### src/rtl/romulus_ctrl_pkg.sv
// Shared types and constants for the Romulus-N x4 sequencing controller.
package romulus_ctrl_pkg;

    localparam int ROUNDS     = 56;
    localparam int RPC        = 4;
    localparam int WORDS      = 4;
    localparam int ENC_CYCLES = ROUNDS / RPC;

    localparam logic [3:0] DEC_MASK = 4'hF;

    // 4 bits hold 0..14: the counter steps once more as ENC exits.
    localparam int              RND_W    = 4;
    localparam logic [RND_W-1:0] RND_LAST = RND_W'(ENC_CYCLES - 1);

    typedef enum logic [2:0] {
        IDLE,
        LOAD_KEY,
        LOAD_NONCE,
        LOAD_STATE,
        ENC,
        REVERT,
        OUT
    } state_t;

endpackage

### src/rtl/romulus_beat_cnt.sv
// Two-bit handshake beat counter with a last-beat flag. It wraps naturally, so
// each 4-beat phase leaves it at 0 for the next phase.
module romulus_beat_cnt
    import romulus_ctrl_pkg::*;
(
    input  logic       clk,
    input  logic       rst,
    input  logic       beat,
    output logic [1:0] cnt,
    output logic       last
);

    // Count accepted beats; synchronous clear on reset.
    always_ff @(posedge clk) begin
        if (rst) begin
            cnt <= '0;
        end else if (beat) begin
            cnt <= cnt + 2'd1;
        end
    end

    assign last = (cnt == 2'(WORDS - 1));

endmodule

### src/rtl/romulus_ctrl_x4.sv
// Sequencing controller for the 4-rounds-per-cycle Romulus-N datapath.
// Optional build macro ROMULUS_CTRL_PERF_CNT_EN adds the blk_cnt and
// stall_cnt performance counters.
//
// state      | meaning
// -----------+-------------------------------------------------------------
// IDLE       | waiting for start; dom_in/dec_in latched on accept
// LOAD_KEY   | 4 sdi beats shifted into TK-X
// LOAD_NONCE | 4 pdi beats shifted into TK-Y
// LOAD_STATE | 4 pdi beats shifted into the state; erst on the last beat
// ENC        | 14 cycles of 4 SKINNY rounds each, all lanes enabled
// REVERT     | restore TK1/TK2, load advanced counter with domain byte
// OUT        | 4 pdo beats shifted out; done on the last one
module romulus_ctrl_x4
    import romulus_ctrl_pkg::*;
(
    input  logic        clk,
    input  logic        rst,
    input  logic        start,
    input  logic [7:0]  dom_in,
    input  logic        dec_in,
    output logic        busy,
    output logic        done,
    input  logic        sdi_valid,
    output logic        sdi_ready,
    input  logic        pdi_valid,
    output logic        pdi_ready,
    output logic        pdo_valid,
    input  logic        pdo_ready,
    output logic        srst,
    output logic        senc,
    output logic        sse,
    output logic        xrst,
    output logic        xenc,
    output logic        xse,
    output logic        yrst,
    output logic        yenc,
    output logic        yse,
    output logic        zrst,
    output logic        zenc,
    output logic        zse,
    output logic        erst,
    output logic        correct_cnt,
    output logic        tk1s,
    output logic [7:0]  domain,
`ifdef ROMULUS_CTRL_PERF_CNT_EN
    output logic [15:0] blk_cnt,
    output logic [15:0] stall_cnt,
`endif
    output logic [3:0]  decrypt
);

    state_t           state;
    logic [RND_W-1:0] rnd;
    logic [7:0]       dom_q;
    logic             dec_q;
    logic             sdi_hs;
    logic             pdi_hs;
    logic             pdo_hs;
    logic             beat_last;
    logic [1:0]       beat_cnt;

    assign sdi_hs = (state == LOAD_KEY) && sdi_valid;
    assign pdi_hs = ((state == LOAD_NONCE) || (state == LOAD_STATE)) && pdi_valid;
    assign pdo_hs = (state == OUT) && pdo_ready;

    romulus_beat_cnt u_beat_cnt (
        .clk  (clk),
        .rst  (rst),
        .beat (sdi_hs | pdi_hs | pdo_hs),
        .cnt  (beat_cnt),
        .last (beat_last)
    );

    // Phase sequencing, round counter and per-block latches.
    always_ff @(posedge clk) begin
        if (rst) begin
            state <= IDLE;
            rnd   <= '0;
            dom_q <= '0;
            dec_q <= 1'b0;
        end else begin
            case (state)
                IDLE: begin
                    if (start) begin
                        dom_q <= dom_in;
                        dec_q <= dec_in;
                        state <= LOAD_KEY;
                    end
                end
                LOAD_KEY:   if (sdi_hs && beat_last) state <= LOAD_NONCE;
                LOAD_NONCE: if (pdi_hs && beat_last) state <= LOAD_STATE;
                LOAD_STATE: if (pdi_hs && beat_last) state <= ENC;
                ENC: begin
                    rnd <= rnd + RND_W'(1);
                    if (rnd == RND_LAST) state <= REVERT;
                end
                REVERT: state <= OUT;
                OUT: begin
                    if (pdo_hs && beat_last) begin
                        state <= IDLE;
                        rnd   <= '0;
                    end
                end
                default: state <= IDLE;
            endcase
        end
    end

    assign srst = rst;
    assign zrst = rst;
    assign xrst = 1'b0;
    assign yrst = 1'b0;

    // Datapath controls decoded from phase and the live handshakes; all held
    // low while reset is asserted so an aborted block leaves nothing enabled.
    always_comb begin
        busy        = 1'b0;
        done        = 1'b0;
        sdi_ready   = 1'b0;
        pdi_ready   = 1'b0;
        pdo_valid   = 1'b0;
        senc        = 1'b0;
        sse         = 1'b0;
        xenc        = 1'b0;
        xse         = 1'b0;
        yenc        = 1'b0;
        yse         = 1'b0;
        zenc        = 1'b0;
        zse         = 1'b0;
        erst        = 1'b0;
        correct_cnt = 1'b0;
        tk1s        = 1'b0;
        domain      = 8'h00;
        decrypt     = 4'h0;
        if (!rst) begin
            busy = (state != IDLE);
            case (state)
                LOAD_KEY: begin
                    sdi_ready = 1'b1;
                    tk1s      = 1'b1;
                    xenc      = sdi_hs;
                    xse       = sdi_hs;
                end
                LOAD_NONCE: begin
                    pdi_ready = 1'b1;
                    tk1s      = 1'b1;
                    yenc      = pdi_hs;
                    yse       = pdi_hs;
                end
                LOAD_STATE: begin
                    pdi_ready = 1'b1;
                    senc      = pdi_hs;
                    sse       = pdi_hs;
                    erst      = pdi_hs && beat_last;
                end
                ENC: begin
                    senc = 1'b1;
                    xenc = 1'b1;
                    yenc = 1'b1;
                    zenc = 1'b1;
                end
                REVERT: begin
                    xenc        = 1'b1;
                    yenc        = 1'b1;
                    zenc        = 1'b1;
                    xse         = 1'b1;
                    yse         = 1'b1;
                    zse         = 1'b1;
                    correct_cnt = 1'b1;
                    domain      = dom_q;
                end
                OUT: begin
                    pdo_valid = 1'b1;
                    decrypt   = dec_q ? DEC_MASK : 4'h0;
                    senc      = pdo_hs;
                    sse       = pdo_hs;
                    done      = pdo_hs && beat_last;
                end
                default: ;
            endcase
        end
    end

`ifdef ROMULUS_CTRL_PERF_CNT_EN
    logic stall;

    assign stall = ((state == LOAD_KEY) && !sdi_valid) ||
                   (((state == LOAD_NONCE) || (state == LOAD_STATE)) && !pdi_valid) ||
                   ((state == OUT) && !pdo_ready);

    // Completed-block counter wraps; stall counter saturates.
    always_ff @(posedge clk) begin
        if (rst) begin
            blk_cnt   <= '0;
            stall_cnt <= '0;
        end else begin
            if (done) blk_cnt <= blk_cnt + 16'd1;
            if (stall && (stall_cnt != 16'hFFFF)) stall_cnt <= stall_cnt + 16'd1;
        end
    end
`endif

endmodule

### config.mk
export PLATFORM = sky130hd
export DESIGN_NAME = romulus_ctrl_x4
export DESIGN_NICKNAME = d
export VERILOG_FILES = /design/src/rtl/romulus_ctrl_pkg.sv /design/src/rtl/romulus_beat_cnt.sv /design/src/rtl/romulus_ctrl_x4.sv
export SDC_FILE = /design/constraint.sdc
export NUM_CORES = 1
export LEC_CHECK = 0
export BUFFER_PORTS_ARGS = -buffer_cell sky130_fd_sc_hd__buf_2
export CAP_MARGIN = 25
export CORE_MARGIN = 4
export CORE_UTILIZATION = 30
export DETAILED_ROUTE_END_ITERATION = 6
export GPL_ROUTABILITY_DRIVEN = 0
export SYNTH_ARGS = -nofsm -noshare
export SYNTH_HDL_FRONTEND = slang
export SYNTH_HIERARCHICAL = 1
export SYNTH_SLANG_ARGS = --single-unit
### constraint.sdc
create_clock -name clk -period 4.8 [get_ports clk]
set_input_delay 0 -clock clk [delete_from_list [all_inputs] [get_ports clk]]
set_output_delay 0 -clock clk [all_outputs]
set_load 0.05 [all_outputs]
After elaboration in Yosys (flattened, before gate mapping)
Cells that the tools add are included.
{"block": "totals", "out_inout_bits": 32, "regBits": 18, "elab_cells": 82}
{"block": "op_classes", "addsub": 2, "muxes": 43, "reduce_logical": 16, "eq_ne": 14, "bitwise": 2}
{"cell": "1-bit two-way mux", "n": 23}
{"cell": "3-bit one-hot mux with 7 select lines", "n": 1}
{"cell": "3-bit two-way mux", "n": 6}
{"cell": "4-bit two-way mux", "n": 4}
{"cell": "8-bit two-way mux", "n": 2}
{"cell": "1-bit one-hot mux with 2 select lines", "n": 5}
{"cell": "3-bit == test (second input constant)", "n": 3}
{"cell": "2-bit by 1-bit != test with 1-bit output (second input constant)", "n": 4}
{"cell": "4-bit one-hot mux with 2 select lines", "n": 1}
{"cell": "3-bit by 2-bit == test with 1-bit output (second input constant)", "n": 2}
{"cell": "1-bit logical AND", "n": 6}
{"cell": "6-bit AND reduction", "n": 1}
{"cell": "2-bit OR reduction", "n": 3}
{"cell": "4-bit by 1-bit adder with 4-bit output (second input constant)", "n": 1}
{"cell": "4-bit == test (second input constant)", "n": 1}
{"cell": "2-bit != test (second input constant)", "n": 2}
{"cell": "2-bit AND reduction", "n": 2}
{"cell": "3-bit by 1-bit == test with 1-bit output (second input constant)", "n": 1}
{"cell": "3-bit zero test", "n": 1}
{"cell": "1-bit one-hot mux with 3 select lines", "n": 1}
{"cell": "3-bit nonzero test", "n": 1}
{"cell": "2-bit by 1-bit adder with 2-bit output (second input constant)", "n": 1}
{"cell": "2-bit == test (second input constant)", "n": 1}
{"cell": "1-bit OR", "n": 2}
{"cell": "other kinds (2)", "n": 2}

Depth between registers and ports, before layout
Gate-level depths: netlist of the first run.
{"block": "logic_depth", "depth_word": 6, "ltp_mapped": 6, "ltp_nobuf": 6}

Hierarchy
Netlist of the first run, hierarchy kept.
{"module": "romulus_ctrl_x4", "seq_area_each_um2": 320.3, "instances": 1, "cells_per_inst": 149, "area_per_inst_um2": 1038.5}
{"module": "romulus_beat_cnt", "seq_area_each_um2": 40.0, "instances": 1, "cells_per_inst": 7, "area_per_inst_um2": 78.8}

Least setup slack after synthesis of the first run
Ideal clock, no wire load.
{"block": "synth_timing", "path_type": "reg-to-output", "from": "reg state[0]", "to": "out domain[0]", "slack_ns": 2.298, "path_stages_with_launch": 5, "path_buffers": 1, "t_arrival_ns": 2.502, "t_required_ns": 4.800, "cell_sequence": "dfxtp_1 buf_4 nand2_1 nor3_1 and2_1"}
{"block": "synth_via", "elab_chain_cells": 3}
{"element": "start: declaration", "line": "romulus_ctrl_x4.sv:53", "text": "state_t state;"}
{"element": "start signal: assignment", "line": "romulus_ctrl_x4.sv:78", "text": "state <= IDLE;"}
{"element": "start signal: assignment", "line": "romulus_ctrl_x4.sv:88", "text": "state <= LOAD_KEY;"}
{"element": "start signal: assignment", "line": "romulus_ctrl_x4.sv:91", "text": "LOAD_KEY: if (sdi_hs && beat_last) state <= LOAD_NONCE;"}
{"element": "3-bit == test", "line": "romulus_ctrl_x4.sv:138", "text": "case (state)"}
{"element": "8-bit two-way mux", "line": "romulus_ctrl_x4.sv:138"}
{"element": "8-bit two-way mux", "line": "romulus_ctrl_x4.sv:136", "text": "if (!rst) begin"}
{"element": "end: declaration", "line": "romulus_ctrl_x4.sv:45", "text": "output logic [7:0] domain,"}
No other way between the ends.

Final worst setup path of the first run
{"block": "layout_timing", "from": "reg state[2]", "to": "out domain[4]"}
Same word-level chain as after synthesis.

==> flow_summary.toml, run 1 <==
[run_status]
status = "finished clean"

[critical_path]
critPathTopFamily = "simple AND/OR/NAND/NOR gates"
critPathKind = "register to primary output"
worstPathArrival_ns = 2.16
cp_cell_sequence = "nand2_1 > nor3_1 > and2_1 > buf_2"
slowest_stage = "dfxtp_1"
required_ns = 4.80
cp_num_buf_inv = 1
r2r_cells = 4
crit_path_end_kind = "primary output"
path_max_fanout = 19
slowest_delay_ns = 0.69
cp-start-kind = "register"
crit_cells = 4

[clock_tree]
cts_buffers = 3
tritoncts = "done"
clkTransAtPathRegs_ns = 0.07
htreeDepth = 1
clock_sinks = 18
clkLatencyLatePin_ns = 0.25
root_buffer = "clkbuf_8"
cts.path.max_buffers = 2

[global_route]
overflow = 0
grt_pass1_wl_um = 4840
grt_max_degree = 32
grt_usage_pct = 11.8
grt_pass1_vias = 1018
grt_antenna_before_repair = 0

[placement]
dpl_cell_area_mm2 = 0.00129
dp.cells = 229
io_buffer_count = 44
dp_hpwl_um = 1920

[sta]
fin_crit_sh_pct = 45.1
worst_pin_slew_ns = 0.802
setup_viol = 0
setup_tns_ns = 0
grt_setup_unrepaired = "false"
layout_min_cycle_time_ns = 2.16
hold_violations = 0
clock_skew_ns = 0.000791
slew_violations = 0
maxSlewHeadroom_pct = 46.2
fmax_mhz = 462

[power]
power.switching_mw = 0.120
internal_power_mw = 0.265
fin_total_pwr_mw = 0.385
power.density_mw_per_mm2 = 268
seq_power_share_pct = 45.3
p_comb_share_pct = 22.9
pwr-share-clk_pct = 31.8
p_leak_nw = 0.654
peakVddDrop_mv = 0.149
swShare_pct = 31.1

[layout]
multi_input_area_um2 = 636
n_antenna_cell = 0
fin_util_pct = 41.3
synthToLayoutAreaGrowth_pct = 28.3
nets = 215
seqCellArea_um2 = 360
drive_gt1_share_pct = 24.5
num-fill-cells = 376
finalNonFillerCells = 242
final_area_mm2 = 0.00143

[synth]
yosys.area.top_type = "dfxtp_1"
synth-seq-cells = 18
yosysMostFrequentCell = "nand2_1"
yosysWarningCount = 6
syn_area_mm2 = 0.00112
synthCells = 156
synth_edf_count = 0
synth_area_leaders = "dfxtp_1, nand2_1, a21oi_1"
synth_flop_cell = "dfxtp_1"
syn_avg_cell_area_um2 = 7.16
synthDistinctLibCells = 30
synth_top_area_share_pct = 32.3
synthTopCellsByCount = "nand2_1, a21oi_1, dfxtp_1"
synthArstFlopShare_pct = 0
seq_area_frac_synth_pct = 32.3

[routing]
ant_nets = 0
wl_um = 2840
drc = 0
vias = 1127
drt-wirelength-per-cell_um = 11.7
first_pass_iters = 4
viasPerCell = 4.66
drtIter0Drc = 40

[floorplan]
ios = 47
coreArea_mm2 = 0.00347
die_area_mm2 = 0.00476
initial_core_util_pct = 32.2
row_count = 21
die_w_um = 69.0
die_h_um = 69.0

[min_path]
hp-class = "input pin to register"
hold_path_depth = 4

[flow_run]
drv_cap = 0
worst register-to-register path, cell delays in order (launching register included):
cell     delay (ns)
dfxtp_1        0.80
inv_1          0.25
o32ai_1        0.51
mux2i_1        0.23
nor2_1         0.05
timing repair:
action,in CTS,in global routing
endpoints found under the hold margin,9,0
hold buffers,9,0
gates resized for setup,0,0
setup endpoints to repair,0,0
buffers inserted,0,0
power groups by stage:
stage	Clock (mW)	Combinational, mW	Sequential [mW]
2_1_floorplan	0	0.0732	0.170
3_3_place_gp	0	0.0825	0.177
3_5_place_dp	0	0.0826	0.177
4_1_cts	0.128	0.0886	0.174
5_1_grt	0.136	0.0984	0.176
6_report	0.122	0.0881	0.174
kinds of logic after synthesis:
| family | synth area share (%) |
|---|---|
| xor gates and xnor gates | 1.57 |
| and+or+nand+nor | 32.4 |
| adders and majority gates | 3.36 |
| DFF | 32.3 |
| buffers and inverters | 11.2 |
| other | 0.336 |
| AOI/OAI and AO/OA | 17.1 |
| muxes | 1.79 |
cell type report:
cell class / instances / share of cell area (%)
tap: 46 / 4.01
multi-input combinational: 117 / 44.3
sequential: 18 / 25.1
inverter: 4 / 1.05
timing repair buffer: 53 / 21.6
clock buffer: 4 / 3.84
worst paths after layout:
kind	from	end	slack, ns
worst min-delay path	start	state[0]	0.16
worst min register to register	dec_q	dec_q	0.45
worst max register to register	state[1]	u_beat_cnt/cnt[1]	2.83
worst max-delay path	state[2]	domain[4]	2.64
layer usage:
metal / vias to the layer above / track usage (%) / part of all wire, %
li1: 599 / - / -
met4: 0 / 1.95 / 0.49
met5: - / 0 / 0
met1: 489 / 16.9 / 51
met2: 37 / 17.4 / 41
met3: 2 / 3.92 / 7.1
metrics by stage:
step / hold slack, ns / setup WS (ns)
after floorplan: 0.0724 / 2.30
after detailed placement: 0.247 / 2.84
after global routing: 0.182 / 2.37
after CTS: 0.153 / 2.62
after global placement: 0.243 / 2.89
final: 0.156 / 2.64
sequential cells by signal, summed over array words and instances (netlist names):
| signal | cells |
|---|---|
| dom_q | 8 |
| rnd | 4 |
| state | 3 |
| u_beat_cnt/cnt | 2 |
| dec_q | 1 |
cells in the final DEF (no fill, tap or decap), drive strengths merged:
cell	count
or2b	1
nor3	7
dlygate4sd3	9
a311oi	1
a41o	1
ha	3
xnor2	2
nand2	27
a2111oi	1
nor3b	2
nor2	14
a21oi	18
dfxtp	18
o32ai	1
nor4	2
or3	1
a22oi	2
mux2i	2
nand2b	2
and3	1
conb	2
o21ai	6
or4b	1
nand3	3
a31oi	3
inv	4
nor2b	2
and2	12
clkbuf	4
buf	44
Note: power is estimated with default switching activity, not from simulation.
==> run 2: changes to the inputs <==
clock period = 2.2 ns   (was 4.8 ns; I/O delays follow)
==> flow_summary.toml, run 2 (synthesis gave the netlist of run 1 again) <==
[run_status]
status = "finished clean"

[clock_tree]
htreeDepth = 1
clock_sinks = 18
cts.path.max_buffers = 2
root_buffer = "clkbuf_8"
clkLatencyLatePin_ns = 0.25
cts_setup_buffers = 0
tritoncts = "done"
cts_buffers = 3
clkTransAtPathRegs_ns = 0.07

[critical_path]
required_ns = 2.20
slowest_stage = "dfxtp_1"
critPathTopFamily = "simple AND/OR/NAND/NOR gates"
crit_path_end_kind = "primary output"
r2r_cells = 4
slowest_delay_ns = 0.60
path_max_fanout = 15
crit_cells = 4
worstPathArrival_ns = 1.84
cp_num_buf_inv = 1
cp-start-kind = "register"
critPathKind = "register to primary output"
cp_cell_sequence = "nand2_1 > nor3_2 > and2_1 > buf_2"

[layout]
num-fill-cells = 361
layout_common_cells = "buf_2, nand2_1, a21oi_1, dfxtp_1, nor2_1"
synthToLayoutAreaGrowth_pct = 31.7
finalNonFillerCells = 246
nets = 219
reg_top3 = "dom_q (8), rnd (4), state (3)"
seqCellArea_um2 = 360
largest_reg_flops = 8
mostFrequentLayoutCell = "buf_2"
fin_util_pct = 42.4
regMostFlops = "dom_q"
n_antenna_cell = 0
multi_input_area_um2 = 643
drive_gt1_share_pct = 27.0

[routing]
wl_um = 2820
viasPerCell = 4.75
vias = 1169
drtIter0Drc = 53
ant_nets = 0
drt-wirelength-per-cell_um = 11.5
drc = 0
first_pass_iters = 4

[floorplan]
die_h_um = 69.0
coreArea_mm2 = 0.00347
row_count = 21
initial_core_util_pct = 32.2
die_area_mm2 = 0.00476
die_w_um = 69.0
ios = 47

[global_route]
grt_antenna_before_repair = 0
overflow = 0
grt_max_degree = 19
grt_pass1_wl_um = 4960
grt_pass1_vias = 1105
grt_usage_pct = 12.2

[min_path]
hold_path_depth = 2
hp-class = "input pin to register"

[sta]
setup_tns_ns = 0
layout_min_cycle_time_ns = 1.84
clock_skew_ns = 0.00112
worst_pin_slew_ns = 0.512
maxSlewHeadroom_pct = 65.8
grt_setup_unrepaired = "false"
slew_violations = 0
fmax_mhz = 543
setup_viol = 0
fin_crit_sh_pct = 83.6
fin_ws_ns = 0.360
hold_violations = 0

[placement]
place_ws_ns = 0.503
io_buffer_count = 44
dp_hpwl_um = 2060
dp.cells = 233

[power]
power.density_mw_per_mm2 = 574
peakVddDrop_mv = 0.205
p_leak_nw = 0.677

[flow_run]
drv_cap = 0
-- run 2: changes by cell type in the layout (fill, tap and decap cells not counted), sizes merged --
cell,previous run,this run
buf,44,48
-- run 2: where the power goes --
group / total [mW] / switching [mW] / internal, mW / leakage (nW)
Combinational: 0.205 / 0.132 / 0.0730 / 0.501
Clock: 0.266 / 0.107 / 0.159 / 0.0288
Sequential: 0.373 / 0.0225 / 0.351 / 0.147
-- run 2: cell type report --
type | instances | area share [%]
tap | 46 | 3.91
clock buffer | 4 | 3.74
sequential | 18 | 24.5
inverter | 4 | 1.02
multi-input combinational | 117 | 43.7
timing repair buffer | 57 | 23.1
-- run 2: path summary, 6_finish.rpt --
kind | to | slack, ns | startpoint
max | domain[2] | 0.36 | state[0]
min | state[2] | 0.09 | rst
max reg2reg | state[0] | 0.47 | state[0]
min reg2reg | dec_q | 0.45 | dec_q
-- run 2: what timing repair did --
action | CTS | global route
hold buffers | 9 | 0
hold endpoints to repair | 9 | 0
resized for setup | 0 | 0
-- run 2: worst reg2reg max path: cells and delay by family, from the launching register on --
family / cells / cell delay (ns)
flip-flops: 1 / 0.60
AO/OA/AOI/OAI: 2 / 0.23
AND/OR/NAND/NOR: 2 / 0.83
-- run 2: metal layers --
metal / share of wire (%) / global-route usage, % / routed length [µm]
met1: 47 / 16.3 / 1330
met2: 44 / 18.8 / 1250
met3: 7.9 / 3.92 / 223
met4: 0.50 / 3.25 / 14
met5: 0 / 0 / 0
-- run 2: stage by stage --
stage	hold slack (ns)	instance area (µm²)	power (mW)
after floorplan	0.0724	1130	0.531
after global placement	0.248	1330	0.574
after detailed placement	0.250	1330	0.573
after CTS	0.103	1470	0.860
after global routing	0.123	1470	0.900
final	0.0928	1470	0.844
